**src/rtl/gauss_row_streamer.sv**
```systemverilog
// gauss_row_streamer: loads one matrix row at a time from an upstream
// valid/ready word stream into a row buffer, then presents the row to array
// column 0 as START + N_COLS STREAM beats. After the last row of a matrix the
// block pulses done (optionally after a DRAIN phase that unloads the array).
//
// Build option: define GAUSS_STREAMER_DRAIN_EN to enable the DRAIN state
// (N_ROWS cycles of finish_out=1 between the last element and done).
// Without it, finish_out is tied low and the last STREAM goes straight to END.
//
// Handshake: a word transfers on a rising clk edge where in_valid and
// in_ready are both 1; in_ready is combinational from state/hold/rst and
// does not depend on in_valid, and upstream must hold in_data/in_last
// stable while in_valid=1 and in_ready=0.
module gauss_row_streamer #(
  parameter int WIDTH  = 1,
  parameter int N_ROWS = 8,
  parameter int N_COLS = 8
) (
  input  logic             clk,
  input  logic             rst,
  input  logic             in_valid,
  output logic             in_ready,
  input  logic [WIDTH-1:0] in_data,
  input  logic             in_last,
  input  logic             hold,
  output logic [WIDTH-1:0] data_out,
  output logic [1:0]       op_out,
  output logic             start_out,
  output logic             finish_out,
  output logic             functionA,
  output logic             first_pass,
  output logic             pass,
  output logic             busy,
  output logic             done,
  output logic             err,
  output logic [2:0]       dbg_state_o
);

  localparam int CW = (N_COLS > 1) ? $clog2(N_COLS) : 1;
  localparam int RW = (N_ROWS > 1) ? $clog2(N_ROWS) : 1;
  localparam logic [CW-1:0] COL_LAST = CW'(N_COLS - 1);
  localparam logic [RW-1:0] ROW_LAST = RW'(N_ROWS - 1);

  localparam logic [2:0] S_IDLE   = 3'd0;
  localparam logic [2:0] S_LOAD   = 3'd1;
  localparam logic [2:0] S_START  = 3'd2;
  localparam logic [2:0] S_STREAM = 3'd3;
`ifdef GAUSS_STREAMER_DRAIN_EN
  localparam logic [2:0] S_DRAIN  = 3'd4;
`endif
  localparam logic [2:0] S_END    = 3'd5;

  logic [2:0]       state_q, state_d;
  logic [CW-1:0]    col_q, col_d;
  logic [RW-1:0]    row_q, row_d;
  logic             err_q, err_d;
  logic             wr_en;
  logic             accept;
  logic             word_final;
  logic [WIDTH-1:0] row_buf_q [N_COLS];

  // Upstream may only transfer while loading, never under hold or reset.
  assign in_ready   = rst & ~hold & ((state_q == S_IDLE) | (state_q == S_LOAD));
  assign accept     = in_valid & in_ready;
  assign word_final = (row_q == ROW_LAST) && (col_q == COL_LAST);

  // Next-state: row loading with in_last framing check, streaming, drain, end.
  always_comb begin
    state_d = state_q;
    col_d   = col_q;
    row_d   = row_q;
    err_d   = err_q;
    wr_en   = 1'b0;
    if (!hold) begin
      case (state_q)
        S_IDLE, S_LOAD: begin
          if (accept) begin
            if (in_last != word_final) begin
              // Framing error: drop the whole matrix and wait for a new one.
              err_d   = 1'b1;
              state_d = S_IDLE;
              col_d   = '0;
              row_d   = '0;
            end else begin
              wr_en = 1'b1;
              if (col_q == COL_LAST) begin
                col_d   = '0;
                state_d = S_START;
              end else begin
                col_d   = col_q + CW'(1);
                state_d = S_LOAD;
              end
            end
          end
        end
        S_START: state_d = S_STREAM;
        S_STREAM: begin
          if (col_q == COL_LAST) begin
            col_d = '0;
            if (row_q == ROW_LAST) begin
`ifdef GAUSS_STREAMER_DRAIN_EN
              // Row counter is reused to count the drain beats.
              row_d   = '0;
              state_d = S_DRAIN;
`else
              state_d = S_END;
`endif
            end else begin
              row_d   = row_q + RW'(1);
              state_d = S_LOAD;
            end
          end else begin
            col_d = col_q + CW'(1);
          end
        end
`ifdef GAUSS_STREAMER_DRAIN_EN
        S_DRAIN: begin
          if (row_q == ROW_LAST) begin
            row_d   = '0;
            state_d = S_END;
          end else begin
            row_d = row_q + RW'(1);
          end
        end
`endif
        S_END: begin
          row_d   = '0;
          col_d   = '0;
          state_d = S_IDLE;
        end
        default: state_d = S_IDLE;
      endcase
    end
  end

  // Control state with asynchronous active-low reset.
  always_ff @(posedge clk or negedge rst) begin
    if (!rst) begin
      state_q <= S_IDLE;
      col_q   <= '0;
      row_q   <= '0;
      err_q   <= 1'b0;
    end else begin
      state_q <= state_d;
      col_q   <= col_d;
      row_q   <= row_d;
      err_q   <= err_d;
    end
  end

  // Row buffer: data storage only, contents are don't-care after reset.
  always_ff @(posedge clk) begin
    if (wr_en) row_buf_q[col_q] <= in_data;
  end

  // Array-facing outputs decoded from state; zero outside START/STREAM/DRAIN.
  always_comb begin
    data_out   = '0;
    start_out  = 1'b0;
    functionA  = 1'b0;
    first_pass = 1'b0;
    finish_out = 1'b0;
    case (state_q)
      S_START: begin
        start_out  = 1'b1;
        first_pass = (row_q == '0);
      end
      S_STREAM: begin
        data_out   = row_buf_q[col_q];
        functionA  = (col_q == '0);
        first_pass = (row_q == '0);
      end
`ifdef GAUSS_STREAMER_DRAIN_EN
      S_DRAIN: finish_out = 1'b1;
`endif
      default: ;
    endcase
  end

  assign op_out      = 2'b00;
  assign pass        = 1'b0;
  assign busy        = (state_q != S_IDLE);
  assign done        = (state_q == S_END);
  assign err         = err_q;
  assign dbg_state_o = state_q;

endmodule

```
**config.mk**
```make
export PLATFORM = sky130hd
export DESIGN_NAME = gauss_row_streamer
export DESIGN_NICKNAME = d
export VERILOG_FILES = /design/src/rtl/gauss_row_streamer.sv
export SDC_FILE = /design/constraint.sdc
export NUM_CORES = 1
export LEC_CHECK = 0
export BUFFER_PORTS_ARGS = -buffer_cell sky130_fd_sc_hd__buf_2
export CORE_AREA = 2 2 48 50
export CTS_BUF_LIST = sky130_fd_sc_hd__clkbuf_4 sky130_fd_sc_hd__clkbuf_8
export DETAILED_ROUTE_END_ITERATION = 12
export DIE_AREA = 0 0 50 52
export HOLD_SLACK_MARGIN = 0.05
export PLACE_DENSITY = 0.78
export SKIP_LAST_GASP = 1
export SLEW_MARGIN = 20
export SYNTH_ARGS = -nofsm -noshare
export SYNTH_HDL_FRONTEND = slang
export SYNTH_SLANG_ARGS = --single-unit
```
**constraint.sdc**
```tcl
create_clock -name clk -period 2.4 [get_ports clk]
set_clock_uncertainty 0.1 [all_clocks]
set_input_delay 0.12 -clock clk [delete_from_list [all_inputs] [get_ports clk]]
set_output_delay 0.12 -clock clk [all_outputs]
set_load 0.1 [all_outputs]
```
==> summary.txt <==
Critical path
  • Crit-path max FO: 8
  • Crit-path most repeated cell: ha_1
  • Crit Path Class: reg2reg
  • CP Buf/Inv Count: 0
  • WP data arrival: between 2000 and 2500 ps
  • Cell family with most CP delay: simple AND/OR/NAND/NOR gates
  • Slowest library cell on the worst path: dfrtp_1
  • Req. time, crit path: 2300 ps
  • CP Launch Type: flop
  • Critical Path End Type: flop
  • Crit-path max cell delay: about 400 ps
  • Worst-path cell chain: ha_1 -> ha_1 -> and3b_1 -> nor2_1 -> nand4_1 -> nor3_1

Synthesis
  • Post-synth top cells: nor2_1, nand2_1, dfrtp_1
  • Count leader, synth: nor2_1
  • Post-synthesis cell count: 111
  • Yosys top cell area share: 0.224
  • #FFs+latches synth: 18
  • Cell area after synthesis: between 1000 and 1500 µm²
  • Predominant post-synthesis flop cell: dfrtp_1
  • Yosys warns: 0
  • Top post-synthesis cells by area: dfrtp_1, edfxtp_1, ha_1
  • Seq/Total Area, Yosys: 0.439
  • Syn Area/Cell: 10.1 µm²
  • Synth cell types: 39
  • Number of synthesized flops with an enable pin: 8
  • Leading area contributor after synthesis: dfrtp_1
  • Async SR Flop Fraction: 0.556

Drt
  • DR vias/cell: around 5.3
  • Final ANT Viol Nets: 0
  • DRT Pass-1 Iters: 4
  • Post-DR wirelength/cell: 13.3 µm
  • DR vias: 848
  • Residual DRC: 0
  • Iter 0 DRT Violations: 28
  • Total wire length: about 2.1 mm

Timing
  • Max Slew Vio Count: 0
  • Setup violations, final: 0
  • RSZ-0062 raised after global routing: false
  • Fmax: 456 MHz
  • Final worst slack: a little over 200 ps
  • Tcrit/Tclk final: 0.914
  • Minimum clock period after layout: between 2000 and 2500 ps
  • TNS Setup: 0 ps
  • Final Hold Viols: 0

Final layout
  • Final #Nets: 144
  • Layout cells sized above 1: 0.305
  • Final Instance Count excl. Fillers: 159
  • ANT cells: 0
  • Syn-to-layout area delta: 15.2%
  • Filler cell count: approximately 180
  • Cell area after layout: around 1300 µm²
  • FF/Latch Area: between 400 and 500 µm²
  • Area of the multi-input gates: about 570 µm²
  • Final Core Density: 0.611

CTS
  • CTS root buf: clkbuf_4
  • Sink Count: 18
  • Clock buffer depth: 2
  • CTS tree: built
  • H-tree depth: 1
  • Clock transition at path regs: about 100 ps
  • Total CTS buffers: 3
  • Post CTS Setup Buffer Count: 0
  • Clk_lat worst skew: just under 300 ps

GRT
  • Total GRT Usage: 0.193
  • GR Overflow Total: 0
  • Vias in the first global route: around 800
  • Global-route wire length before repair: between 3 and 4 mm
  • Initial antenna violation count: 0
  • Largest net degree at the start of global routing: 15

Status
  • Status: finished clean

Place
  • Port bufs: 16
  • Place WS: approximately 160 ps
  • Placed Cells: between 150 and 200
  • Gp weighted congestion: 0.884
  • Placed Area: around 1200 µm²
  • DP HPWL: 1.61 mm

Pwr
  • Cell area power density: between 500 and 600 nW/µm²
  • Leak: between 0.5 and 0.6 nW
  • Max VDD drop: 0.380 mV

Floorplanning
  • Die Footprint: around 2600 µm²
  • Initial Util: 0.530
  • I/O Pins: 21
  • Core area: between 2000 and 2500 µm²
  • Die H: 52 µm
  • Rows: 17
  • DIE WIDTH: 50 µm

Run
  • Max cap viols: 0

Min path
  • Hold crit path type: in2reg
-- per-layer routing --
layer	vias to the layer above	share of wire	GRT usage
met5	-	0	0
li1	426	-	-
met1	394	0.46	0.258
met3	7	0.043	0.0316
met2	21	0.47	0.300
met4	0	0.025	0.106
-- layout by cell type (no fill, tap or decap), types with 3 or more instances in the layout --
cell type / count
nand2_1: 13
dfrtp_1: 8
a21oi_1: 4
inv_1: 8
ha_1: 6
conb_1: 4
edfxtp_1: 8
nor2_1: 14
buf_4: 4
buf_2: 16
clkbuf_4: 3
-- cell type report --
| type | count | area share |
|---|---|---|
| Multi-Input combinational cell | 79 | 0.443 |
| Sequential cell | 18 | 0.385 |
| Timing Repair Buffer | 22 | 0.101 |
| Tap cell | 28 | 0.0272 |
| Inverter | 8 | 0.0233 |
| Clock buffer | 3 | 0.0175 |
| Clock inverter | 1 | 0.00292 |
-- repair_timing --
action / 4_1_cts / 5_1_grt
endpoints found under the setup margin: 0 / 3
resized for setup: 0 / 1
endpoints found under the hold margin: 18 / 0
hold buffers: 2 / 0
-- per-stage QoR --
| stage | hold WS [ps] | power, mW |
|---|---|---|
| 6_report | 52.4 | 0.748 |
| 5_1_grt | 57.9 | 0.790 |
| 4_1_cts | 51.4 | 0.753 |
| 3_5_place_dp | -0.134 | 0.600 |
| 3_3_place_gp | 4.76 | 0.598 |
| 2_1_floorplan | -276 | 0.554 |
-- flip-flops by register name, summed over array words and instances (netlist names) --
name / flops
col_q: 3
dbg_state_o: 3
err: 1
row_buf_q: 8
row_q: 3
-- kinds of logic after synthesis --
family,synth area share
other,0.00336
multiplexers,0.0695
flip-flops,0.439
AO/OA/AOI/OAI,0.122
adder cells (fa/ha/maj),0.0673
AND/OR/NAND/NOR,0.216
buffers and inverters,0.0818
-- worst min-delay path: cells and delay by family --
family / cells / cell delay [ps]
buffers and inverters: 1 / 140
AND/OR/NAND/NOR: 2 / 150
-- power breakdown --
part	total [mW]	switching [mW]	leakage [nW]	internal [mW]
registers	0.355	0.0179	0.199	0.337
logic	0.241	0.173	0.347	0.0684
clock network	0.152	0.0913	0.0154	0.0605
total	0.748	0.282	0.561	0.466
-- final timing paths --
path,start,to,slack (ps),depth (start not counted)
min in group asynchronous,rst,col_q[2]$_DFFE_PN0P_,200,3
hold / removal,in_valid,dbg_state_o[1]$_DFFE_PN0P_,50,3
max in group asynchronous,rst,dbg_state_o[2]$_DFFE_PN0P_,1810,3
setup / recovery,col_q[0]$_DFFE_PN0P_,row_buf_q[4]$_DFFE_PP_,210,6
setup reg to reg,col_q[0]$_DFFE_PN0P_,row_buf_q[4]$_DFFE_PP_,210,6
hold reg to reg,err$_DFFE_PN0P_,err$_DFFE_PN0P_,400,1
(Power assumes the default switching activity.)
